**config.mk**
```make
export PLATFORM = sky130hd
export DESIGN_NAME = fmt_pkt_sink
export DESIGN_NICKNAME = d
export VERILOG_FILES = /design/src/rtl/fmt_pkt_sink.sv
export SDC_FILE = /design/constraint.sdc
export NUM_CORES = 2
export LEC_CHECK = 0
export BUFFER_PORTS_ARGS = -buffer_cell sky130_fd_sc_hd__buf_2
export CORE_MARGIN = 2
export CORE_UTILIZATION = 50
export CTS_CLUSTER_SIZE = 10
export DETAILED_ROUTE_END_ITERATION = 16
export GPL_ROUTABILITY_DRIVEN = 0
export PLACE_DENSITY = 0.72
export SKIP_CTS_REPAIR_TIMING = 1
export SLEW_MARGIN = 0
export SYNTH_ARGS = -nofsm -noshare
export SYNTH_HDL_FRONTEND = slang
export SYNTH_SLANG_ARGS = --single-unit
```
**constraint.sdc**
```tcl
create_clock -name clk_i -period 7.3 [get_ports clk_i]
set_input_delay 0 -clock clk_i [delete_from_list [all_inputs] [get_ports clk_i]]
set_output_delay 0 -clock clk_i [all_outputs]
set_load 0.005 [all_outputs]
```
**src/rtl/fmt_pkt_sink.sv**
```systemverilog
// fmt_pkt_sink: grants the MCDF formatter, captures framed packets into a word FIFO, checks
// framing against the declared length and replays words on a FWFT valid/ready stream.
// Optional WAIT/RECV watchdog enabled by defining FMT_SINK_TIMEOUT_EN.
module fmt_pkt_sink #(
    parameter int DEPTH = 64,
    parameter int AW    = 6
) (
    input  logic        clk_i,
    input  logic        rstn_i,
    input  logic        fmt_req_i,
    output logic        fmt_grant_o,
    input  logic [1:0]  fmt_chid_i,
    input  logic [5:0]  fmt_length_i,
    input  logic [31:0] fmt_data_i,
    input  logic        fmt_start_i,
    input  logic        fmt_end_i,
    output logic [31:0] pkt_data_o,
    output logic        pkt_vld_o,
    input  logic        pkt_rdy_i,
    output logic        pkt_sop_o,
    output logic        pkt_eop_o,
    output logic [1:0]  pkt_chid_o,
    output logic        len_err_o,
    output logic [15:0] pkt_cnt_o
);
    typedef enum logic [1:0] {IDLE = 2'd0, WAIT = 2'd1, RECV = 2'd2} state_t;

    localparam logic [AW:0]   DEPTH_W = (AW+1)'(DEPTH);
    localparam logic [AW-1:0] PTR_ONE = AW'(1);

    state_t        state_reg, state_next;
    logic          grant_reg, grant_next;
    logic [5:0]    len_reg, len_next;
    logic [1:0]    chid_reg, chid_next;
    logic [6:0]    cnt_reg, cnt_next;
    logic          err_reg, err_next;
    logic [15:0]   pkt_cnt_reg, pkt_cnt_next;
`ifdef FMT_SINK_TIMEOUT_EN
    localparam logic [3:0] TIMEOUT_LAST = 4'd14;
    logic [3:0]    timer_reg, timer_next;
`endif

    // FIFO entry layout: {data[31:0], sop, eop, chid[1:0]}
    logic [35:0]   mem [DEPTH];
    logic [AW-1:0] wr_ptr_reg, rd_ptr_reg;
    logic [AW:0]   occ_reg, occ_after_pop, free_words, mem_cnt, req_len;
    logic          head_vld_reg;
    logic [35:0]   head_reg;
    logic          pop, push, want_push, push_sop, push_eop, full;
    logic          mem_empty, head_load, bypass, beat;
    logic [35:0]   push_entry;
    logic [6:0]    beat_base, beat_inc, len_ext;

    assign pop           = head_vld_reg & pkt_rdy_i;
    assign occ_after_pop = occ_reg - (AW+1)'(pop);
    assign free_words    = DEPTH_W - occ_after_pop;
    assign full          = (occ_after_pop == DEPTH_W);
    assign req_len       = {{(AW-5){1'b0}}, fmt_length_i};
    assign len_ext       = {1'b0, len_reg};
    assign beat_base     = (state_reg == WAIT) ? 7'd0 : cnt_reg;
    assign beat_inc      = beat_base + 7'd1;
    assign push          = want_push & ~full;
    assign push_entry    = {fmt_data_i, push_sop, push_eop, chid_reg};

    always_comb begin
        state_next   = state_reg;
        grant_next   = 1'b0;
        len_next     = len_reg;
        chid_next    = chid_reg;
        cnt_next     = cnt_reg;
        err_next     = err_reg;
        pkt_cnt_next = pkt_cnt_reg;
        beat         = 1'b0;
        want_push    = 1'b0;
        push_sop     = 1'b0;
        push_eop     = 1'b0;
`ifdef FMT_SINK_TIMEOUT_EN
        timer_next   = timer_reg;
`endif
        case (state_reg)
            IDLE: begin
                if (fmt_req_i && free_words >= req_len) begin
                    len_next   = fmt_length_i;
                    chid_next  = fmt_chid_i;
                    cnt_next   = 7'd0;
                    grant_next = 1'b1;
                    state_next = WAIT;
`ifdef FMT_SINK_TIMEOUT_EN
                    timer_next = 4'd0;
`endif
                end
            end
            WAIT: begin
                if (fmt_start_i) begin
                    beat     = 1'b1;
                    push_sop = 1'b1;
                end
`ifdef FMT_SINK_TIMEOUT_EN
                else if (timer_reg == TIMEOUT_LAST) begin
                    state_next = IDLE;
                    err_next   = 1'b1;
                end else begin
                    timer_next = timer_reg + 4'd1;
                end
`endif
            end
            RECV: begin
                beat = 1'b1;
                if (fmt_start_i) err_next = 1'b1;
            end
            default: state_next = IDLE;
        endcase

        if (beat) begin
            // The word that fills the declared length carries eop immediately, so an
            // over-long packet is already closed downstream even if that word drains early.
            if (beat_base < len_ext) begin
                want_push = 1'b1;
                push_eop  = fmt_end_i | (beat_inc == len_ext);
                cnt_next  = beat_inc;
                if (fmt_end_i && beat_inc != len_ext) err_next = 1'b1;
            end else begin
                err_next = 1'b1;
            end
            if (fmt_end_i) begin
                state_next   = IDLE;
                pkt_cnt_next = pkt_cnt_reg + 16'd1;
            end else begin
                state_next = RECV;
            end
`ifdef FMT_SINK_TIMEOUT_EN
            timer_next = 4'd0;
            if (state_reg == RECV && !fmt_end_i && cnt_reg == len_ext) begin
                if (timer_reg == TIMEOUT_LAST) begin
                    state_next = IDLE;
                end else begin
                    timer_next = timer_reg + 4'd1;
                end
            end
`endif
        end

        if (want_push && full) err_next = 1'b1;
    end

    always_ff @(posedge clk_i or negedge rstn_i) begin
        if (!rstn_i) begin
            state_reg   <= IDLE;
            grant_reg   <= 1'b0;
            len_reg     <= 6'd0;
            chid_reg    <= 2'd0;
            cnt_reg     <= 7'd0;
            err_reg     <= 1'b0;
            pkt_cnt_reg <= 16'd0;
`ifdef FMT_SINK_TIMEOUT_EN
            timer_reg   <= 4'd0;
`endif
        end else begin
            state_reg   <= state_next;
            grant_reg   <= grant_next;
            len_reg     <= len_next;
            chid_reg    <= chid_next;
            cnt_reg     <= cnt_next;
            err_reg     <= err_next;
            pkt_cnt_reg <= pkt_cnt_next;
`ifdef FMT_SINK_TIMEOUT_EN
            timer_reg   <= timer_next;
`endif
        end
    end

    // Head register holds the oldest word; an empty FIFO bypasses the array for 1-cycle latency.
    assign mem_cnt   = occ_reg - (AW+1)'(head_vld_reg);
    assign mem_empty = (mem_cnt == '0);
    assign head_load = ~head_vld_reg | pop;
    assign bypass    = push & mem_empty & head_load;

    always_ff @(posedge clk_i) begin
        if (push && !bypass) mem[wr_ptr_reg] <= push_entry;
    end

    always_ff @(posedge clk_i or negedge rstn_i) begin
        if (!rstn_i) begin
            wr_ptr_reg   <= '0;
            rd_ptr_reg   <= '0;
            occ_reg      <= '0;
            head_vld_reg <= 1'b0;
            head_reg     <= '0;
        end else begin
            occ_reg <= occ_reg + (AW+1)'(push) - (AW+1)'(pop);
            if (push && !bypass) wr_ptr_reg <= wr_ptr_reg + PTR_ONE;
            if (head_load) begin
                if (!mem_empty) begin
                    head_reg     <= mem[rd_ptr_reg];
                    rd_ptr_reg   <= rd_ptr_reg + PTR_ONE;
                    head_vld_reg <= 1'b1;
                end else if (push) begin
                    head_reg     <= push_entry;
                    head_vld_reg <= 1'b1;
                end else begin
                    head_vld_reg <= 1'b0;
                end
            end
        end
    end

    assign fmt_grant_o = grant_reg;
    assign pkt_data_o  = head_reg[35:4];
    assign pkt_sop_o   = head_reg[3];
    assign pkt_eop_o   = head_reg[2];
    assign pkt_chid_o  = head_reg[1:0];
    assign pkt_vld_o   = head_vld_reg;
    assign len_err_o   = err_reg;
    assign pkt_cnt_o   = pkt_cnt_reg;
endmodule

```
==> metrics <==
number of flops mapped to enable cells by yosys 2304; mean post-synth cell area 21.3 µm²; total power per unit cell area 395 nW/µm²; utilization after layout 0.566; count of endpoints failing hold in the final timing report 0; overall fraction of global-route tracks in use 0.271; Initial Utilization 0.501; internal cell power 27.9 mW; pin count of the biggest net entering global routing 112; worst reg2reg endpoint mem[4][24]$_DFFE_PP_; cells traversed along the worst timing path inv_1 -> ha_1 -> nor2b_1 -> ha_1 -> o21ai_1 -> a21oi_1 -> o31ai_1 -> and3_1 -> o211ai_2 -> or4b_2 -> nor2_4; post-detailed-placement half-perimeter wirelength between 150000 and 200000 µm; delay of the slowest cell on the worst path around 1100 ps; proportion of synthesized chip area in sequential cells 0.761; Mapped Cells 4412; Worst IR Drop VDD between 0.0004 and 0.0005 V; I/O pin total 101; end point of the critical path mem[4][24]$_DFFE_PP_; number of maximum-capacitance violations 0; switching power share of the total 0.334; signal arrival time at the worst endpoint 6040 ps; CORE AREA 187000 µm²; total negative setup slack 0 ps; max FFs per register 2304; Highest Clock Rate about 180 MHz; share of total power in the clock network 0.299; share of flip-flops with an asynchronous set or reset 0.0380; unrepaired setup endpoints after global routing false; combined buffer and inverter count along the critical path 1; combinational power share 0.314; Final Critical Period 5570 ps; total stage count of the critical path 11; number of nets still failing antenna checks after routing 0; post-CTS clock slew at the launch and capture registers of the worst setup and hold paths 60 ps; Final Worst Setup Slack 1730 ps; number of vias after detailed routing 48200; switching pwr 14.0 mW; netlist area before placement ~94000 µm²; drt pass-1 iters 7; measured slew at the worst slew-check pin 1430 ps; gate family responsible for the most delay along the worst path simple AND/OR/NAND/NOR gates; relative max-transition margin 0.0402; start-to-end type of the worst setup path register to register; number of nets in the layout 4809; num rows about 160; vertical extent of the die 437 µm; sum of overflow across all layers after global routing 0; final critical-path share of the clock period 0.763; kind of end point of the critical path register; Worst Reg-to-Reg Cells 11; portion of synthesized cell area occupied by the leading cell type 0.737; number of antenna violations at the first check in global routing 18; Worst Hold Class primary input to register; clock latency on the worst-skew pair about 920 ps; Most used DFF post-synth sky130_fd_sc_hd__edfxtp_1; drt total wl ~260000 µm; Die W 437 µm; DRC violation count after routing 0; number of buffers inserted during clock tree synthesis ~290; critical path startpoint category register; wire length per cell 35.7 µm; count of buffers inserted at the top-level ports 100; number of synthesized register bits 2395; number of vias per cell ~6.6; critical path peak fanout 36; top post-synthesis cells by area sky130_fd_sc_hd__edfxtp_1 (74%), sky130_fd_sc_hd__mux4_2 (12%), sky130_fd_sc_hd__mux2i_1 (3.2%); buffer depth of the longest clock path 4; startpoint of the worst-slack reg-to-reg timing path state_reg[1]$_DFFE_PN0P_; wire length of the first global-routing pass ~360000 µm; most numerous cell in the Yosys netlist sky130_fd_sc_hd__edfxtp_1; R2R Setup Slk ~1700 ps; standby leakage power 34.3 nW; number of global-route vias before repair around 47000; clock skew after layout 78.7 ps; number of clock sinks 2395; clock tree root driver cell sky130_fd_sc_hd__clkbuf_16; endpoints failing setup 0; slowest cell on the critical path sky130_fd_sc_hd__or4b_2; ratio of cells with drive above 1 in the final layout 0.243; run status finished, final reports clean; CP Data Required Time approximately 7800 ps; share of power burned in registers 0.387; iteration-0 DRC count of the detailed router ~8000; max-slew violation count 0; overall die area between 150000 and 200000 µm²; launch point of the worst path state_reg[1]$_DFFE_PN0P_; Synth top cells by count sky130_fd_sc_hd__edfxtp_1 (2304), sky130_fd_sc_hd__mux4_2 (513), sky130_fd_sc_hd__mux2i_1 (304); dominant cell type by count on the critical path sky130_fd_sc_hd__ha_1; pre-CTS worst setup slack 1870 ps; number of levels in the clock H-tree 5; number of distinct standard cells referenced by the synthesized netlist 86; area delta synth->final 13.0%; TritonCTS clock tree yes; cell type contributing the most total cell area after synthesis sky130_fd_sc_hd__edfxtp_1; synthesized netlist net count 4497; Synthesis Warnings 0
-- kinds of logic (layout without fill, tap and decap cells) --
group | after synthesis | count (layout) | share of synthesized area
flip-flops | 2395 | 2395 | 0.761
multiplexers | 853 | 853 | 0.160
AO/OA/AOI/OAI | 412 | 412 | 0.0314
AND/OR/NAND/NOR | 384 | 384 | 0.0194
buffers and inverters | 282 | 693 | 0.0181
XOR/XNOR | 47 | 47 | 0.00455
adder cells (fa/ha/maj) | 39 | 39 | 0.00528
other | 0 | 5 | 0
-- metal layers --
layer / part of all wire / global-route usage / up-vias
met5: 0.00031 / 0 / -
met4: 0.060 / 0.137 / 8
met3: 0.12 / 0.0746 / 660
met2: 0.47 / 0.415 / 3418
met1: 0.35 / 0.359 / 25100
li1: - / - / 19000
-- cell type report --
class / instances / area (µm²)
clock buffers: 384 / 7810
clock inverters: 8 / 103
flip-flops and latches: 2395 / 71500
repair buffers: 266 / 2130
fillers: 13200 / 81200
well taps: 2495 / 3120
diodes: 5 / 12.5
inverters: 35 / 144
multi-input cells: 1735 / 21200
-- how the worst min path moves through the flow --
| stage | start | to | slack (ps) | cells past startpoint |
|---|---|---|---|---|
| floorplan | rstn_i | chid_reg[0]$_DFFE_PN0P_ | -300 | 0 |
| global placement | rstn_i | occ_reg[6]$_DFF_PN0_ | 160 | 1 |
| detailed placement | rstn_i | occ_reg[6]$_DFF_PN0_ | 170 | 1 |
| CTS | rstn_i | state_reg[1]$_DFFE_PN0P_ | -790 | 1 |
| global route | fmt_req_i | state_reg[0]$_DFFE_PN0P_ | 5 | 4 |
| finish | fmt_req_i | state_reg[0]$_DFFE_PN0P_ | 40 | 4 |
-- worst reg2reg max path: stages (launching register included) --
cell and delay [ps]:
sky130_fd_sc_hd__dfrtp_1 390, sky130_fd_sc_hd__inv_1 100, sky130_fd_sc_hd__ha_1 430, sky130_fd_sc_hd__nor2b_1 160, sky130_fd_sc_hd__ha_1 300, sky130_fd_sc_hd__o21ai_1 130, sky130_fd_sc_hd__a21oi_1 50, sky130_fd_sc_hd__o31ai_1 330
sky130_fd_sc_hd__and3_1 640, sky130_fd_sc_hd__o211ai_2 330, sky130_fd_sc_hd__or4b_2 1110, sky130_fd_sc_hd__nor2_4 1120
-- stage by stage --
| stage | power (mW) | area [µm²] | hold WS [ps] | std cells |
|---|---|---|---|---|
| detailed placement | 29.2 | 97400 | 173 | 6859 |
| CTS | 41.6 | 105000 | -795 | 7251 |
| floorplan | 24.1 | 93900 | -296 | 4412 |
| global placement | 29.1 | 97400 | 160 | 6859 |
| finish | 41.9 | 106000 | 37.0 | 7323 |
| global route | 42.8 | 106000 | 4.88 | 7318 |
-- cell usage in the layout (no fill, tap or decap), types with 13 or more instances in the layout --
master,count
sky130_fd_sc_hd__a32oi_1,17
sky130_fd_sc_hd__xnor2_1,26
sky130_fd_sc_hd__xor2_1,19
sky130_fd_sc_hd__clkbuf_16,299
sky130_fd_sc_hd__a221oi_1,21
sky130_fd_sc_hd__nand4_1,13
sky130_fd_sc_hd__o22ai_1,19
sky130_fd_sc_hd__dlygate4sd3_1,66
sky130_fd_sc_hd__clkbuf_1,84
sky130_fd_sc_hd__nor3_1,13
sky130_fd_sc_hd__nand2_1,105
sky130_fd_sc_hd__o221ai_1,41
sky130_fd_sc_hd__nor2b_1,16
sky130_fd_sc_hd__mux2_2,33
sky130_fd_sc_hd__nor2_1,56
sky130_fd_sc_hd__nand3_1,46
sky130_fd_sc_hd__o21ai_0,52
sky130_fd_sc_hd__edfxtp_1,2304
sky130_fd_sc_hd__a31oi_1,15
sky130_fd_sc_hd__buf_2,75
sky130_fd_sc_hd__a22oi_1,43
sky130_fd_sc_hd__inv_1,30
sky130_fd_sc_hd__buf_4,113
sky130_fd_sc_hd__a211oi_1,23
sky130_fd_sc_hd__nor2_4,65
sky130_fd_sc_hd__dfrtp_1,84
sky130_fd_sc_hd__a21oi_1,75
sky130_fd_sc_hd__ha_1,38
sky130_fd_sc_hd__mux2i_1,304
sky130_fd_sc_hd__mux4_2,513
-- power by group through the flow --
stage                     Sequential [mW]  Combinational [mW]  Clock [mW]
after floorplan                      16.1                8.08           0
after global placement               16.4                12.7           0
after detailed placement             16.4                12.8           0
after CTS                            16.2                12.8        12.6
after global routing                 16.2                13.5        13.1
final                                16.2                13.2        12.5
Note: power is estimated with default switching activity, not from simulation.
